$ cat src/rtl/button_event_decoder_if.sv
// Button-level in, UI events out: one bundle per button between the debouncer and the mode FSM.
interface button_event_decoder_if;
  logic i_btnsig;
  logic o_press;
  logic o_release;
  logic o_short_press;
  logic o_long_press;
  logic o_repeat;
  logic o_held;

  modport master (
    output i_btnsig,
    input  o_press, o_release, o_short_press, o_long_press, o_repeat, o_held
  );

  modport slave (
    input  i_btnsig,
    output o_press, o_release, o_short_press, o_long_press, o_repeat, o_held
  );
endinterface

$ cat src/rtl/button_event_decoder.sv
// Re-qualifies a synchronized button level and turns it into press/release,
// short/long classification and auto-repeat pulses. All outputs are registered.
module button_event_decoder #(
  parameter int unsigned STABLE_CYCLES = 1_000_000,
  parameter int unsigned LONG_CYCLES   = 100_000_000,
  parameter int unsigned REPEAT_CYCLES = 20_000_000
) (
  input  logic                   clk,
  input  logic                   rst,
  button_event_decoder_if.slave  btn_if
);
  localparam int unsigned QW = $clog2(STABLE_CYCLES + 1);
  localparam int unsigned HW = $clog2(LONG_CYCLES + 1);
  localparam int unsigned RW = $clog2(REPEAT_CYCLES + 1);
  localparam logic [QW-1:0] QUAL_LAST = QW'(STABLE_CYCLES - 1);
  localparam logic [HW-1:0] HOLD_LAST = HW'(LONG_CYCLES - 1);
  localparam logic [RW-1:0] REP_LAST  = RW'(REPEAT_CYCLES - 1);

  typedef enum logic [2:0] {
    S_IDLE,
    S_PRESS_QUAL,
    S_HELD,
    S_LONG_HELD,
    S_REL_QUAL
  } state_t;

  state_t        r_state, w_state_nxt;
  logic [QW-1:0] r_qual, w_qual_nxt;
  logic [HW-1:0] r_hold, w_hold_nxt;
  logic [RW-1:0] r_rep, w_rep_nxt;
  logic          r_from_long, w_from_long_nxt;
  logic          r_press, r_release, r_short, r_long, r_repeat, r_held;
  logic          w_press_nxt, w_release_nxt, w_short_nxt, w_long_nxt, w_repeat_nxt, w_held_nxt;
  logic          w_btn;

  assign w_btn = btn_if.i_btnsig;

  always_comb begin
    w_state_nxt     = r_state;
    w_qual_nxt      = r_qual;
    w_hold_nxt      = r_hold;
    w_rep_nxt       = r_rep;
    w_from_long_nxt = r_from_long;
    w_press_nxt     = 1'b0;
    w_release_nxt   = 1'b0;
    w_short_nxt     = 1'b0;
    w_long_nxt      = 1'b0;
    w_repeat_nxt    = 1'b0;
    w_held_nxt      = r_held;
    unique case (r_state)
      S_IDLE: begin
        w_qual_nxt = '0;
        if (w_btn) begin
          w_state_nxt = S_PRESS_QUAL;
          w_qual_nxt  = QW'(1);
        end
      end
      S_PRESS_QUAL: begin
        if (!w_btn) begin
          w_state_nxt = S_IDLE;
          w_qual_nxt  = '0;
        end else if (r_qual == QUAL_LAST) begin
          w_state_nxt = S_HELD;
          w_qual_nxt  = '0;
          w_hold_nxt  = '0;
          w_press_nxt = 1'b1;
          w_held_nxt  = 1'b1;
        end else begin
          w_qual_nxt = r_qual + 1'b1;
        end
      end
      S_HELD, S_LONG_HELD, S_REL_QUAL: begin
        if (!w_btn && r_state != S_REL_QUAL) begin
          // A 0 sample outranks a long_press that would fire on this edge.
          w_state_nxt     = S_REL_QUAL;
          w_qual_nxt      = QW'(1);
          w_from_long_nxt = (r_state == S_LONG_HELD);
        end else if (!w_btn) begin
          if (r_qual == QUAL_LAST) begin
            w_state_nxt   = S_IDLE;
            w_qual_nxt    = '0;
            w_release_nxt = 1'b1;
            w_short_nxt   = !r_from_long;
            w_held_nxt    = 1'b0;
          end else begin
            w_qual_nxt = r_qual + 1'b1;
          end
        end else begin
          // A 1 sample (including one ending a dip) counts as a cycle of the
          // hold phase, so a dip delays long/repeat by exactly its REL_QUAL cycles.
          w_qual_nxt = '0;
          if (r_state == S_LONG_HELD || (r_state == S_REL_QUAL && r_from_long)) begin
            w_state_nxt = S_LONG_HELD;
            if (r_rep == REP_LAST) begin
              w_rep_nxt    = '0;
              w_repeat_nxt = 1'b1;
            end else begin
              w_rep_nxt = r_rep + 1'b1;
            end
          end else if (r_hold == HOLD_LAST) begin
            w_state_nxt = S_LONG_HELD;
            w_hold_nxt  = '0;
            w_rep_nxt   = '0;
            w_long_nxt  = 1'b1;
          end else begin
            w_state_nxt = S_HELD;
            w_hold_nxt  = r_hold + 1'b1;
          end
        end
      end
      default: begin
        w_state_nxt = S_IDLE;
        w_qual_nxt  = '0;
        w_held_nxt  = 1'b0;
      end
    endcase
  end

  always_ff @(posedge clk) begin
    if (rst) begin
      r_state     <= S_IDLE;
      r_qual      <= '0;
      r_hold      <= '0;
      r_rep       <= '0;
      r_from_long <= 1'b0;
      r_press     <= 1'b0;
      r_release   <= 1'b0;
      r_short     <= 1'b0;
      r_long      <= 1'b0;
      r_repeat    <= 1'b0;
      r_held      <= 1'b0;
    end else begin
      r_state     <= w_state_nxt;
      r_qual      <= w_qual_nxt;
      r_hold      <= w_hold_nxt;
      r_rep       <= w_rep_nxt;
      r_from_long <= w_from_long_nxt;
      r_press     <= w_press_nxt;
      r_release   <= w_release_nxt;
      r_short     <= w_short_nxt;
      r_long      <= w_long_nxt;
      r_repeat    <= w_repeat_nxt;
      r_held      <= w_held_nxt;
    end
  end

  assign btn_if.o_press       = r_press;
  assign btn_if.o_release     = r_release;
  assign btn_if.o_short_press = r_short;
  assign btn_if.o_long_press  = r_long;
  assign btn_if.o_repeat      = r_repeat;
  assign btn_if.o_held        = r_held;
endmodule

$ cat src/flat_wrapper.sv
// flat-port wrapper written by rule: the top's interface ports become plain ports
module button_event_decoder_flat 
#(
  parameter int unsigned STABLE_CYCLES = 1_000_000,
  parameter int unsigned LONG_CYCLES   = 100_000_000,
  parameter int unsigned REPEAT_CYCLES = 20_000_000
)
  (clk, rst, btn_if_i_btnsig, btn_if_o_press, btn_if_o_release, btn_if_o_short_press, btn_if_o_long_press, btn_if_o_repeat, btn_if_o_held);
  button_event_decoder_if btn_if_i ();
  input  logic clk;
  input  logic rst;
  input wire logic [$bits(btn_if_i.i_btnsig)-1:0] btn_if_i_btnsig;
  output wire logic [$bits(btn_if_i.o_press)-1:0] btn_if_o_press;
  output wire logic [$bits(btn_if_i.o_release)-1:0] btn_if_o_release;
  output wire logic [$bits(btn_if_i.o_short_press)-1:0] btn_if_o_short_press;
  output wire logic [$bits(btn_if_i.o_long_press)-1:0] btn_if_o_long_press;
  output wire logic [$bits(btn_if_i.o_repeat)-1:0] btn_if_o_repeat;
  output wire logic [$bits(btn_if_i.o_held)-1:0] btn_if_o_held;
  assign btn_if_i.i_btnsig = btn_if_i_btnsig;
  assign btn_if_o_press = btn_if_i.o_press;
  assign btn_if_o_release = btn_if_i.o_release;
  assign btn_if_o_short_press = btn_if_i.o_short_press;
  assign btn_if_o_long_press = btn_if_i.o_long_press;
  assign btn_if_o_repeat = btn_if_i.o_repeat;
  assign btn_if_o_held = btn_if_i.o_held;
  button_event_decoder #(.STABLE_CYCLES(STABLE_CYCLES), .LONG_CYCLES(LONG_CYCLES), .REPEAT_CYCLES(REPEAT_CYCLES)) u_core (.clk(clk), .rst(rst), .btn_if(btn_if_i));
endmodule
$ cat config.mk
export PLATFORM = sky130hd
export DESIGN_NAME = button_event_decoder_flat
export DESIGN_NICKNAME = d
export VERILOG_FILES = /design/src/rtl/button_event_decoder_if.sv /design/src/rtl/button_event_decoder.sv /design/src/flat_wrapper.sv
export SDC_FILE = /design/constraint.sdc
export NUM_CORES = 1
export LEC_CHECK = 0
export ABC_AREA = 0
export BUFFER_PORTS_ARGS = -buffer_cell sky130_fd_sc_hd__buf_2
export CORE_MARGIN = 4
export CORE_UTILIZATION = 56
export DETAILED_ROUTE_END_ITERATION = 6
export PLACE_DENSITY = 0.72
export SLEW_MARGIN = 40
export SYNTH_ARGS = -nofsm -noshare
export SYNTH_HDL_FRONTEND = slang
export SYNTH_SLANG_ARGS = --single-unit
$ cat constraint.sdc
create_clock -name clk -period 2.3 [get_ports clk]
set_input_delay 0.23 -clock clk [delete_from_list [all_inputs] [get_ports clk]]
set_output_delay 0.23 -clock clk [all_outputs]
set_load 0.02 [all_outputs]
==> run metrics <==
I/O pins=9; PostCTS Resize Cnt=0; critical path data arrival time=between 2 and 2.5 ns; die width=between 90 and 100 um; synthesis-to-layout area growth=16.3%; post-CTS setup buffer count=0; Avg Inst Size Synth=8.11 um2; final hold slack=0.269 ns; Worst setup EP type=flip-flop; Placement Rows=31; clk sinks=82; worst-path cell chain=or4b_1 -> nor3_2 -> nand4_2 -> buf_12 -> a2111oi_0 -> xnor2_1 -> nor2_1; post-synthesis async set-or-reset flop share=0%; Worst-Skew Late Latency=0.35 ns; Starting Density=58.1%; core area=7330 um2; DRT Wirelength=9620 um; clk_skew=slightly above 0.008 ns; DP HPWL=6820 um; Hold Vio Cnt, Final=0; global-route wire length before repair=16,700 um; share of cells above drive strength 1=16.7%; maximum clock path buffer count=2; largest net degree at the start of global routing=28; Post-Layout Cell Count=668; Pre-antenna DRT Iters=5; CTS root buffer=clkbuf_8; Syn. warnings=0; PD cells=510 nW/um2; fmax=around 460 MHz; Synth cell types=54; EDFF count, synth=0; minimum clock period=around 2.2 ns; die area=just over 9000 um2; Leak Pwr=around 1.6 nW; Max-Cap Viols=0; initial antenna violation count=0; Setup CP Type=flip-flop to flip-flop; slew margin rel.=about two thirds; CTS tree=built; Total Nets Final=570; slowest CP cell=a2111oi_0; Worst Path Max Fanout=24; post-synthesis register bit count=82; DRC violations left=0; Final ANT Viol Nets=0; Slew @ Worst Pin=0.485 ns; remaining global-route overflow=0; H-tree Lvls=3; clock slew at reported path FFs=0.08 ns; maximum VDD drop=0.357 mV; routed length per instance=14.4 um; via count=3,946; Synth Instances=525; Total Neg Setup Slack=0 ns; setup violators final=0; n_diodes=0; vias in the first global route=3,659; Worst path max stage delay=0.50 ns; unrepaired setup endpoints after global routing=no; Synth Cell Area=around 4300 um2; Placed Cells=about 650; worst slack at placement=0.0881 ns; top_reg_cell synth=dfxtp_1; most common cell after layout, fill and taps aside=dfxtp_1; CTS Hold Buffers Added=0; register area=1640 um2; CP top delay family=simple AND/OR/NAND/NOR gates; Die H=95.2 um; startpoint types=flip-flop; IO Port Bufs=8; Tot GR Track Use=between 20% and 30%; vias per cell=5.91; Final WS setup=between 0.1 and 0.15 ns; design area=approximately 5000 um2; Num CTS Buffers=9; Final GP Congestion=0.868; syn nets=531; Seq/Total Area, Yosys=38.5%; area of the multi-input gates=between 2000 and 3000 um2; fraction of the cycle the final worst path needs=94.5%; worst min path class=input port to flip-flop; Slew Viols, Final=0; fillers=about 600; most frequent cells in the layout=dfxtp_1, nor2_1, a21oi_1; status=completed; Buf+Inv Stages, Crit Path=1; CP required=between 2 and 3 ns; Iter 0 DRT Violations=189; Post-DP Area=4710 um2
## power by group
part           switching [mW]  leakage, nW  internal (mW)  total, mW
clock network           0.543       0.0966          0.511       1.05
registers             0.00226        0.662           1.42       1.42
logic                  0.0339        0.805         0.0162     0.0501
## registers in the layout, indices dropped and copies added, names as in the netlist
signal and count:
u_core.btn_if.o_held 1, u_core.btn_if.o_long_press 1, u_core.btn_if.o_press 1, u_core.btn_if.o_release 1, u_core.btn_if.o_repeat 1, u_core.btn_if.o_short_press 1, u_core.r_from_long 1, u_core.r_hold 27
u_core.r_qual 20, u_core.r_rep 25, u_core.r_state 3
## area by class of cell
type                    count  share of cell area (%)
multi-input cells         408                    51.2
flip-flops and latches     82                    33.2
repair buffers             52                    8.23
clock buffers               9                    2.50
well taps                  99                    2.50
clock inverters             7                    1.54
inverters                  11                   0.833
## cell families after synthesis
family	share of synthesized area [%]
AOI/OAI and AO/OA	17.0
DFF	38.5
adders and majority gates	0.881
muxes	0.235
xor gates and xnor gates	8.02
and+or+nand+nor	32.0
buffers and inverters	3.29
## per-stage QoR
stage | power [mW] | utilization [%]
after floorplan | 1.48 | -
after global routing | 2.64 | 67.6
after CTS | 2.55 | 67.0
final | 2.53 | 67.6
after detailed placement | 1.51 | 64.2
after global placement | 1.51 | 64.2
## routing by layer
metal / global-route usage, % / wire [um] / vias up
met2: 35.0 / 4290 / 97
met5: 0 / 0 / -
met1: 32.0 / 4790 / 1842
met3: 5.68 / 453 / 9
li1: - / - / 1998
met4: 5.05 / 84 / 0
## final timing paths
| path | startpoint | endpoint | slack, ns | cells after the start |
|---|---|---|---|---|
| worst max-delay path | u_core.r_hold[11]$_SDFFE_PP0P_ | u_core.r_rep[24]$_SDFFE_PP0P_ | 0.13 | 7 |
| worst min-delay path | btn_if_i_btnsig | u_core.btn_if.o_repeat$_SDFF_PP0_ | 0.27 | 3 |
| worst max register to register | u_core.r_hold[11]$_SDFFE_PP0P_ | u_core.r_rep[24]$_SDFFE_PP0P_ | 0.13 | 7 |
| worst min register to register | u_core.r_hold[1]$_SDFFE_PP0P_ | u_core.r_hold[1]$_SDFFE_PP0P_ | 0.48 | 2 |
## Yosys cell counts, drive strengths merged (2+ instances only)
| cell | n | share of area, % |
|---|---|---|
| a2111oi | 8 | 3.1 |
| a211oi | 8 | 1.4 |
| a21oi | 45 | 5.4 |
| a31oi | 7 | 1.0 |
| and2 | 7 | 1.0 |
| and3 | 7 | 1.0 |
| and4 | 7 | 1.4 |
| buf | 5 | 0.65 |
| clkbuf | 19 | 1.7 |
| dfxtp | 82 | 39 |
| ha | 3 | 0.88 |
| inv | 11 | 0.97 |
| nand2 | 30 | 2.6 |
| nand2b | 7 | 1.0 |
| nand3 | 35 | 4.1 |
| nand3b | 2 | 0.35 |
| nand4 | 21 | 3.2 |
| nor2 | 68 | 6.0 |
| nor2b | 2 | 0.29 |
| nor3 | 13 | 1.6 |
| nor3b | 4 | 0.82 |
| nor4 | 9 | 1.3 |
| nor4b | 3 | 0.62 |
| nor4bb | 3 | 0.70 |
| o21ai | 34 | 4.0 |
| or3 | 19 | 2.8 |
| or3b | 4 | 0.82 |
| or4 | 6 | 1.1 |
| or4b | 3 | 0.70 |
| xnor2 | 25 | 5.1 |
| xor2 | 14 | 2.9 |
## worst register-to-register path, cell delays in order (launching register included)
cell,delay (ns)
dfxtp_1,0.36
or4b_1,0.49
nor3_2,0.14
nand4_2,0.15
buf_12,0.20
a2111oi_0,0.51
xnor2_1,0.18
nor2_1,0.05
Note: power is estimated with default switching activity, not from simulation.
